`config.mk`:
```
export PLATFORM = sky130hd
export DESIGN_NAME = hdmi_pixel_fetch
export DESIGN_NICKNAME = d
export VERILOG_FILES = /design/src/rtl/hdmi_pixel_fetch.sv
export SDC_FILE = /design/constraint.sdc
export NUM_CORES = 1
export LEC_CHECK = 0
export ABC_AREA = 1
export BUFFER_PORTS_ARGS = -buffer_cell sky130_fd_sc_hd__buf_2
export CAP_MARGIN = 10
export CORE_MARGIN = 2
export CORE_UTILIZATION = 50
export CTS_BUF_LIST = sky130_fd_sc_hd__clkbuf_8
export CTS_CLUSTER_SIZE = 24
export DETAILED_ROUTE_END_ITERATION = 10
export HOLD_SLACK_MARGIN = 0.12
export PLACE_DENSITY = 0.72
export SLEW_MARGIN = 25
export SYNTH_ARGS = -nofsm -noshare
export SYNTH_HDL_FRONTEND = slang
export SYNTH_SLANG_ARGS = --single-unit
```
`constraint.sdc`:
```
create_clock -name pixel_clk_i -period 4.7 [get_ports pixel_clk_i]
set_input_delay 0.235 -clock pixel_clk_i [delete_from_list [all_inputs] [get_ports pixel_clk_i]]
set_output_delay 0.235 -clock pixel_clk_i [all_outputs]
set_load 0.02 [all_outputs]
```
`src/rtl/hdmi_pixel_fetch.sv`:
```
// Pixel-clock front end of the HDMI path: video timing, packed-RGB framebuffer
// fetch (3 words -> 4 pixels) and a two-stage pipeline to the TMDS encoders.
module hdmi_pixel_fetch #(
  parameter int unsigned FB_DEPTH = 20,
  parameter int unsigned H_ACTIVE = 640,
  parameter int unsigned H_TOTAL  = 800,
  parameter int unsigned HS_START = 656,
  parameter int unsigned HS_END   = 752,
  parameter int unsigned V_ACTIVE = 480,
  parameter int unsigned V_TOTAL  = 525,
  parameter int unsigned VS_START = 490,
  parameter int unsigned VS_END   = 492
) (
  input  logic                pixel_clk_i,
  input  logic                rstn_i,
  input  logic                en_i,
  output logic                mem_en_o,
  output logic [FB_DEPTH-1:0] mem_addr_o,
  input  logic [31:0]         mem_rdata_i,
  output logic [7:0]          red_o,
  output logic [7:0]          green_o,
  output logic [7:0]          blue_o,
  output logic                hsync_o,
  output logic                vsync_o,
  output logic                de_o,
  output logic                frame_start_o
);

  localparam int unsigned XW = $clog2(H_TOTAL);
  localparam int unsigned YW = $clog2(V_TOTAL);

  localparam logic [XW-1:0] X_LAST = XW'(H_TOTAL - 1);
  localparam logic [XW-1:0] X_ACT  = XW'(H_ACTIVE);
  localparam logic [XW-1:0] X_HS_S = XW'(HS_START);
  localparam logic [XW-1:0] X_HS_E = XW'(HS_END);
  localparam logic [YW-1:0] Y_LAST = YW'(V_TOTAL - 1);
  localparam logic [YW-1:0] Y_ACT  = YW'(V_ACTIVE);
  localparam logic [YW-1:0] Y_VS_S = YW'(VS_START);
  localparam logic [YW-1:0] Y_VS_E = YW'(VS_END);

  // stage 0: counters and fetch pointer
  logic                run_q;
  logic [XW-1:0]       x_q;
  logic [YW-1:0]       y_q;
  logic [1:0]          ph_q;
  logic [FB_DEPTH-1:0] addr_q;

  logic x_last, y_last;
  logic active0, hs0, vs0, fs0;

  always_comb begin
    x_last   = (x_q == X_LAST);
    y_last   = (y_q == Y_LAST);
    // run_q keeps the first cycle after enable/reset release idle, so the
    // counters sitting at 0 do not look like a live pixel (0,0)
    active0  = run_q && (x_q < X_ACT) && (y_q < Y_ACT);
    hs0      = run_q && (x_q >= X_HS_S) && (x_q < X_HS_E);
    vs0      = run_q && (y_q >= Y_VS_S) && (y_q < Y_VS_E);
    fs0      = run_q && (x_q == '0) && (y_q == '0);
    mem_en_o = active0 && (ph_q != 2'd3);
  end

  assign mem_addr_o = addr_q;

  always_ff @(posedge pixel_clk_i or negedge rstn_i) begin
    if (!rstn_i) begin
      run_q  <= 1'b0;
      x_q    <= '0;
      y_q    <= '0;
      ph_q   <= '0;
      addr_q <= '0;
    end else begin
      run_q <= en_i;
      if (!en_i) begin
        x_q    <= '0;
        y_q    <= '0;
        ph_q   <= '0;
        addr_q <= '0;
      end else if (run_q) begin
        if (x_last) begin
          x_q <= '0;
          y_q <= y_last ? '0 : y_q + 1'b1;
        end else begin
          x_q <= x_q + 1'b1;
        end
        if (x_last && y_last) begin
          ph_q   <= '0;
          addr_q <= '0;
        end else begin
          if (active0)  ph_q   <= ph_q + 1'b1;
          if (mem_en_o) addr_q <= addr_q + 1'b1;
        end
      end
    end
  end

  // stage 1: read data arrives, pixel is assembled
  logic        act1, hs1, vs1, fs1;
  logic [1:0]  ph1;
  logic [31:0] prev_q;
  logic [23:0] pix;

  always_ff @(posedge pixel_clk_i or negedge rstn_i) begin
    if (!rstn_i) begin
      act1   <= 1'b0;
      hs1    <= 1'b0;
      vs1    <= 1'b0;
      fs1    <= 1'b0;
      ph1    <= '0;
      prev_q <= '0;
    end else begin
      act1 <= active0;
      hs1  <= hs0;
      vs1  <= vs0;
      fs1  <= fs0;
      ph1  <= ph_q;
      if (act1 && (ph1 != 2'd3)) prev_q <= mem_rdata_i;
    end
  end

  // little-endian 24-bit pixels straddle word boundaries; prev_q holds the
  // leftover upper bytes of the previous word
  always_comb begin
    pix = '0;
    unique case (ph1)
      2'd0: pix = mem_rdata_i[23:0];
      2'd1: pix = {mem_rdata_i[15:0], prev_q[31:24]};
      2'd2: pix = {mem_rdata_i[7:0], prev_q[31:16]};
      2'd3: pix = prev_q[31:8];
      default: pix = '0;
    endcase
  end

  // stage 2: output registers
  always_ff @(posedge pixel_clk_i or negedge rstn_i) begin
    if (!rstn_i) begin
      red_o         <= '0;
      green_o       <= '0;
      blue_o        <= '0;
      de_o          <= 1'b0;
      hsync_o       <= 1'b0;
      vsync_o       <= 1'b0;
      frame_start_o <= 1'b0;
    end else begin
      red_o         <= act1 ? pix[7:0]   : '0;
      green_o       <= act1 ? pix[15:8]  : '0;
      blue_o        <= act1 ? pix[23:16] : '0;
      de_o          <= act1;
      hsync_o       <= hs1;
      vsync_o       <= vs1;
      frame_start_o <= fs1;
    end
  end

endmodule
```
# --- Word level (Yosys, flattened, before mapping) ---
# Index checks and enable logic that the tools add are counted.
word_totals:
  regBits: 109
  in_bits: 35
  output_inout_bits: 49
  wordCells: 75
classes:
  addsub: 4
  magnitude_cmp: 6
  eq_ne: 11
  mux: 19
  n_reduce_logical: 17
ops:
  columns: ["operator", "count"]
  rows:
  - ["case mux 24 bit (4 select lines)", 1]
  - ["two-way mux 20 bit", 4]
  - ["two-way mux 10 bit", 7]
  - ["two-way mux 8 bit", 3]
  - ["adder 10 x 1 -> 10 bit (second input constant)", 2]
  - ["adder 20 x 1 -> 20 bit (second input constant)", 1]
  - ["== test 10 bit (second input constant)", 2]
  - ["logical NOT 10 bit", 2]
  - ["less-than comparator 10 bit (second input constant)", 2]
  - ["less-than comparator 10 x 9 -> 1 bit (second input constant)", 2]
  - ["logical AND 1 bit", 11]
  - ["greater-or-equal comparator 10 bit (second input constant)", 1]
  - ["greater-or-equal comparator 10 x 9 -> 1 bit (second input constant)", 1]
  - ["two-way mux 2 bit", 4]
  - ["!= test 3 x 1 -> 1 bit (second input constant)", 2]
  - ["AND reduction 2 bit", 3]
  - ["== test 2 bit (second input constant)", 2]
  - ["!= test 2 x 1 -> 1 bit (second input constant)", 2]
  - ["!= test 2 bit (second input constant)", 2]
  - ["adder 2 x 1 -> 2 bit (second input constant)", 1]
  - ["== test 2 x 1 -> 1 bit (second input constant)", 1]
  - ["logical NOT 2 bit", 1]

# --- Depth between registers and ports, before layout ---
depth:
  depth_word: 8
  depth_mapped: 12
  ltp_nobuf: 12

# --- Worst setup path after synthesis ---
# OpenSTA, ideal clock, no wires.
synth_timing:
  path_type: "reg-to-reg"
  startpoint: "reg addr_q[1] (netlist: mem_addr_o[1])"
  endpoint: "reg addr_q[14] (netlist: mem_addr_o[14])"
  setup_time_ns: 0.117
  arrival_ns: 1.502
  t_required_ns: 4.583
  slack_ns: 3.081
  stages_incl_launch_ff: 10
  synth_period_minus_slack_ns: 1.619
  cell_sequence: "dfrtp_1 > ha_1 > nand2_1 > nor2_1 > nand2_1 > nor2_2 > nand2_1 > xnor2_1 > nand2_1 > nand2_1"
synth_between:
  elab_chain_len: 5
synth_rtl:
  columns: ["item", "line", "rtl"]
  rows:
  - ["start, declared", "46", "logic [FB_DEPTH-1:0] addr_q;"]
  - ["start signal, assigned", "91", "if (mem_en_o) addr_q <= addr_q + 1'b1;"]
  - ["adder 20 x 1 -> 20 bit", "91", null]
  - ["two-way mux 20 bit", "91", null]
  - ["two-way mux 20 bit", "86", "if (x_last && y_last) begin"]
  - ["two-way mux 20 bit", "79", "end else if (run_q) begin"]
  - ["two-way mux 20 bit", "74", "if (!en_i) begin"]
# Every way passes these cells. The select of a mux whose other input is x is not followed.
# A chain may end at the register's enable or synchronous reset.

# --- Worst setup path in the final report ---
layout_timing:
  startpoint: "reg y_q[5]"
  endpoint: "out mem_en_o"
layout_between:
  elab_chain_len: 3
layout_rtl:
  columns: ["item", "line", "rtl"]
  rows:
  - ["start, declared", "44", "logic [YW-1:0] y_q;"]
  - ["start signal, assigned", "82", "y_q <= y_last ? '0 : y_q + 1'b1;"]
  - ["less-than comparator 10 x 9 -> 1 bit", "56", "active0 = run_q && (x_q < X_ACT) && (y_q < Y_ACT);"]
  - ["logical AND 1 bit", "56", null]
  - ["named net active0", "49", "logic active0, hs0, vs0, fs0;"]
  - ["logical AND 1 bit", "60", "mem_en_o = active0 && (ph_q != 2'd3);"]
  - ["end, declared", "17", "output logic mem_en_o,"]
# The timed path passes the listed nets, and every way through them passes these cells.

==> results_dict.tcl <==
set metrics [dict create \
    vias 4535 \
    grt_pass1_wl_mm 20.1 \
    tightest_slew_ps 777 \
    drt_pass1_iterations 5 \
    ff2ff_path_depth 9 \
    cap_violations 0 \
    grt_overflow_total 0 \
    final.min_clock_period_ps 2270 \
    crit_path_start_kind "flip-flop" \
    fin_nets 747 \
    fin_tns_setup_ps 0 \
    synth_area_leaders "dfrtp_1 (49%), nand2_1 (14%), mux2_2 (5.2%), nand3_1 (4.5%), nor2_1 (4.4%)" \
    start_util_pct 50.7 \
    grt_max_degree 60 \
    ys_ff_latch 101 \
    drt_iter0_markers 328 \
    path_class "reg -> out" \
    num_io_pins 84 \
    port_buffers 83 \
    synth.top_cell.area_share_pct 49.0 \
    antennaDiodeCount 0 \
    fin_crit_sh_pct 48.3 \
    power_density_nw_per_um2 333 \
    finalSetupViolCount 0 \
    drive_gt1_share_pct 21.5 \
    wire_per_inst_um 13.9 \
    hp-class "in -> reg" \
    required_ps 4470 \
    area_delta_synth_final_pct 17.6 \
    finalWirelength_mm 11.8 \
    min_path_cells 2 \
    numClockSinks 101 \
    die_h_um 106 \
    syn_nets 647 \
    cts.clk_slew.worst_paths_ps 100 \
    grtUsageTotal_pct 22.1 \
    slew_headroom_pct 48.2 \
    dp_hpwl_mm 8.10 \
    core_um2 10200 \
    gp_congestion 0.926 \
    numCtsBuffers 9 \
    dp_slack_ps 2840 \
    rsz0062_at_grt "no" \
    cp-end-kind "output pin" \
    synth.distinct_cells 40 \
    worst_slack_ps 2430 \
    power.leakage_nw 2.86 \
    via_per_inst 5.35 \
    synth.avg_cell_area_um2 8.52 \
    cts_root_buf "clkbuf_8" \
    cts_buffer_depth 2 \
    slew_viol_final 0 \
    synth_area_um2 5160 \
    max_freq_mhz 441 \
    antenna_found_initial 0 \
    ant_nets 0 \
    fin_skew_ps 10.1 \
    yosysTopAreaCell "dfrtp_1" \
    power.ir.vdd_worst_uv 243 \
    htreeDepth 3 \
    dieWidth_um 106 \
    insertion_delay_ps 360 \
    dieArea_um2 11200 \
    synth-seq-area-share_pct 49.0 \
    drc 0 \
    synth_warnings 0 \
    fillers 887 \
    final_cell_mix "nand2_1 (190), dfrtp_1 (101), buf_2 (82)" \
    hold_violations 0 \
    cp.arrival_ps 2030 \
    status "finished, final reports clean" \
    synthCells 606 \
    cts_tree "done" \
    grt_pass1_vias 4418 \
    final_common_cell "nand2_1" \
    rows 37 \
    critPathMaxFanout 22 \
]
==> final timing paths <==
kind                                     from                    endpoint  slack [ps]
max                        y_q[5]$_DFFE_PN0P_                    mem_en_o        2430
min                           mem_rdata_i[15]      prev_q[15]$_DFFE_PN0P_         150
max reg2reg                y_q[5]$_DFFE_PN0P_  mem_addr_o[14]$_DFFE_PN0P_        2820
min reg2reg                     fs1$_DFF_PN0_     frame_start_o$_DFF_PN0_         360
max in group asynchronous              rstn_i          x_q[9]$_DFFE_PN0P_        3190
min in group asynchronous              rstn_i          red_o[1]$_DFF_PN0_         380
==> cell usage after synthesis (all sizes together) <==
| cell type | number |
|---|---|
| ha | 6 |
| nor3b | 2 |
| inv | 45 |
| nand3 | 47 |
| a21oi | 6 |
| a211oi | 3 |
| nor3 | 8 |
| nor2 | 68 |
| a22oi | 1 |
| nand4 | 8 |
| clkbuf | 10 |
| or2 | 2 |
| clkinv | 1 |
| xor2 | 7 |
| o21a | 2 |
| o21bai | 4 |
| o2111ai | 1 |
| and2 | 1 |
| mux2 | 24 |
| nand2 | 198 |
| nand3b | 1 |
| nor4 | 2 |
| xnor2 | 5 |
| dfrtp | 101 |
| buf | 9 |
| a41oi | 24 |
| o21ai | 20 |
==> area by class of cell <==
class | count | area, um2 | share of cell area, %
Sequential cell | 101 | 2530 | 41.6
Tap cell | 136 | 170 | 2.80
Clock inverter | 7 | 58.8 | 0.969
Timing Repair Buffer | 108 | 661 | 10.9
Clock buffer | 9 | 124 | 2.04
Inverter | 46 | 174 | 2.87
Multi-Input combinational cell | 440 | 2350 | 38.8
==> through the flow <==
step                cell area [um2]  util, %  std cells  total power, mW  hold slack (ps)
floorplan                      5160        -        606             1.36            -60.6
global placement               5660     55.6        809             1.49              262
detailed placement             5660     55.6        809             1.51              265
CTS                            6070     59.6        847             2.04              129
global route                   6070     59.6        847             2.14              123
finish                         6070     59.6        847             2.02              151
==> power by group <==
| group | internal [mW] | total [mW] | switching, mW |
|---|---|---|---|
| logic | 0.175 | 0.464 | 0.289 |
| clock network | 0.201 | 0.512 | 0.311 |
| registers | 0.975 | 1.04 | 0.0691 |
| total | 1.35 | 2.02 | 0.669 |
==> metal layers <==
layer | global-route usage (%) | part of all wire (%)
met5 | 0 | 0
met4 | 7.42 | 0.93
met3 | 4.27 | 5.6
met2 | 37.6 | 50
met1 | 28.3 | 44
==> cell families after synthesis <==
family / after synthesis / share of synthesized area (%)
fa+ha+maj: 6 / 1.45
flops: 101 / 49.0
compound gates: 61 / 8.39
simple gates: 337 / 28.5
xor+xnor: 12 / 2.04
buf+inv: 65 / 5.48
mux: 24 / 5.24
==> repair_timing <==
| item | 4_1_cts | 5_1_grt |
|---|---|---|
| hold buffers | 22 | 0 |
| hold endpoints to repair | 63 | 0 |
| setup buffers | 0 | 0 |
| gates resized for setup | 0 | 0 |
==> sequential cells by signal (all words and copies together), names as in the netlist <==
signal / cells
blue_o: 8
prev_q: 24
hsync_o: 1
ph1: 2
vsync_o: 1
act1: 1
vs1: 1
red_o: 8
frame_start_o: 1
green_o: 8
mem_addr_o: 20
y_q: 10
fs1: 1
run_q: 1
ph_q: 2
de_o: 1
x_q: 10
hs1: 1
==> critical path: stages, from the launching register on <==
cell and delay (ps):
dfrtp_1 460, nand4_1 170, inv_1 170, nor2_4 70, nand2_2 390, clkinv_2 210
buf_2 210
Power figures use the tool's default switching activity.
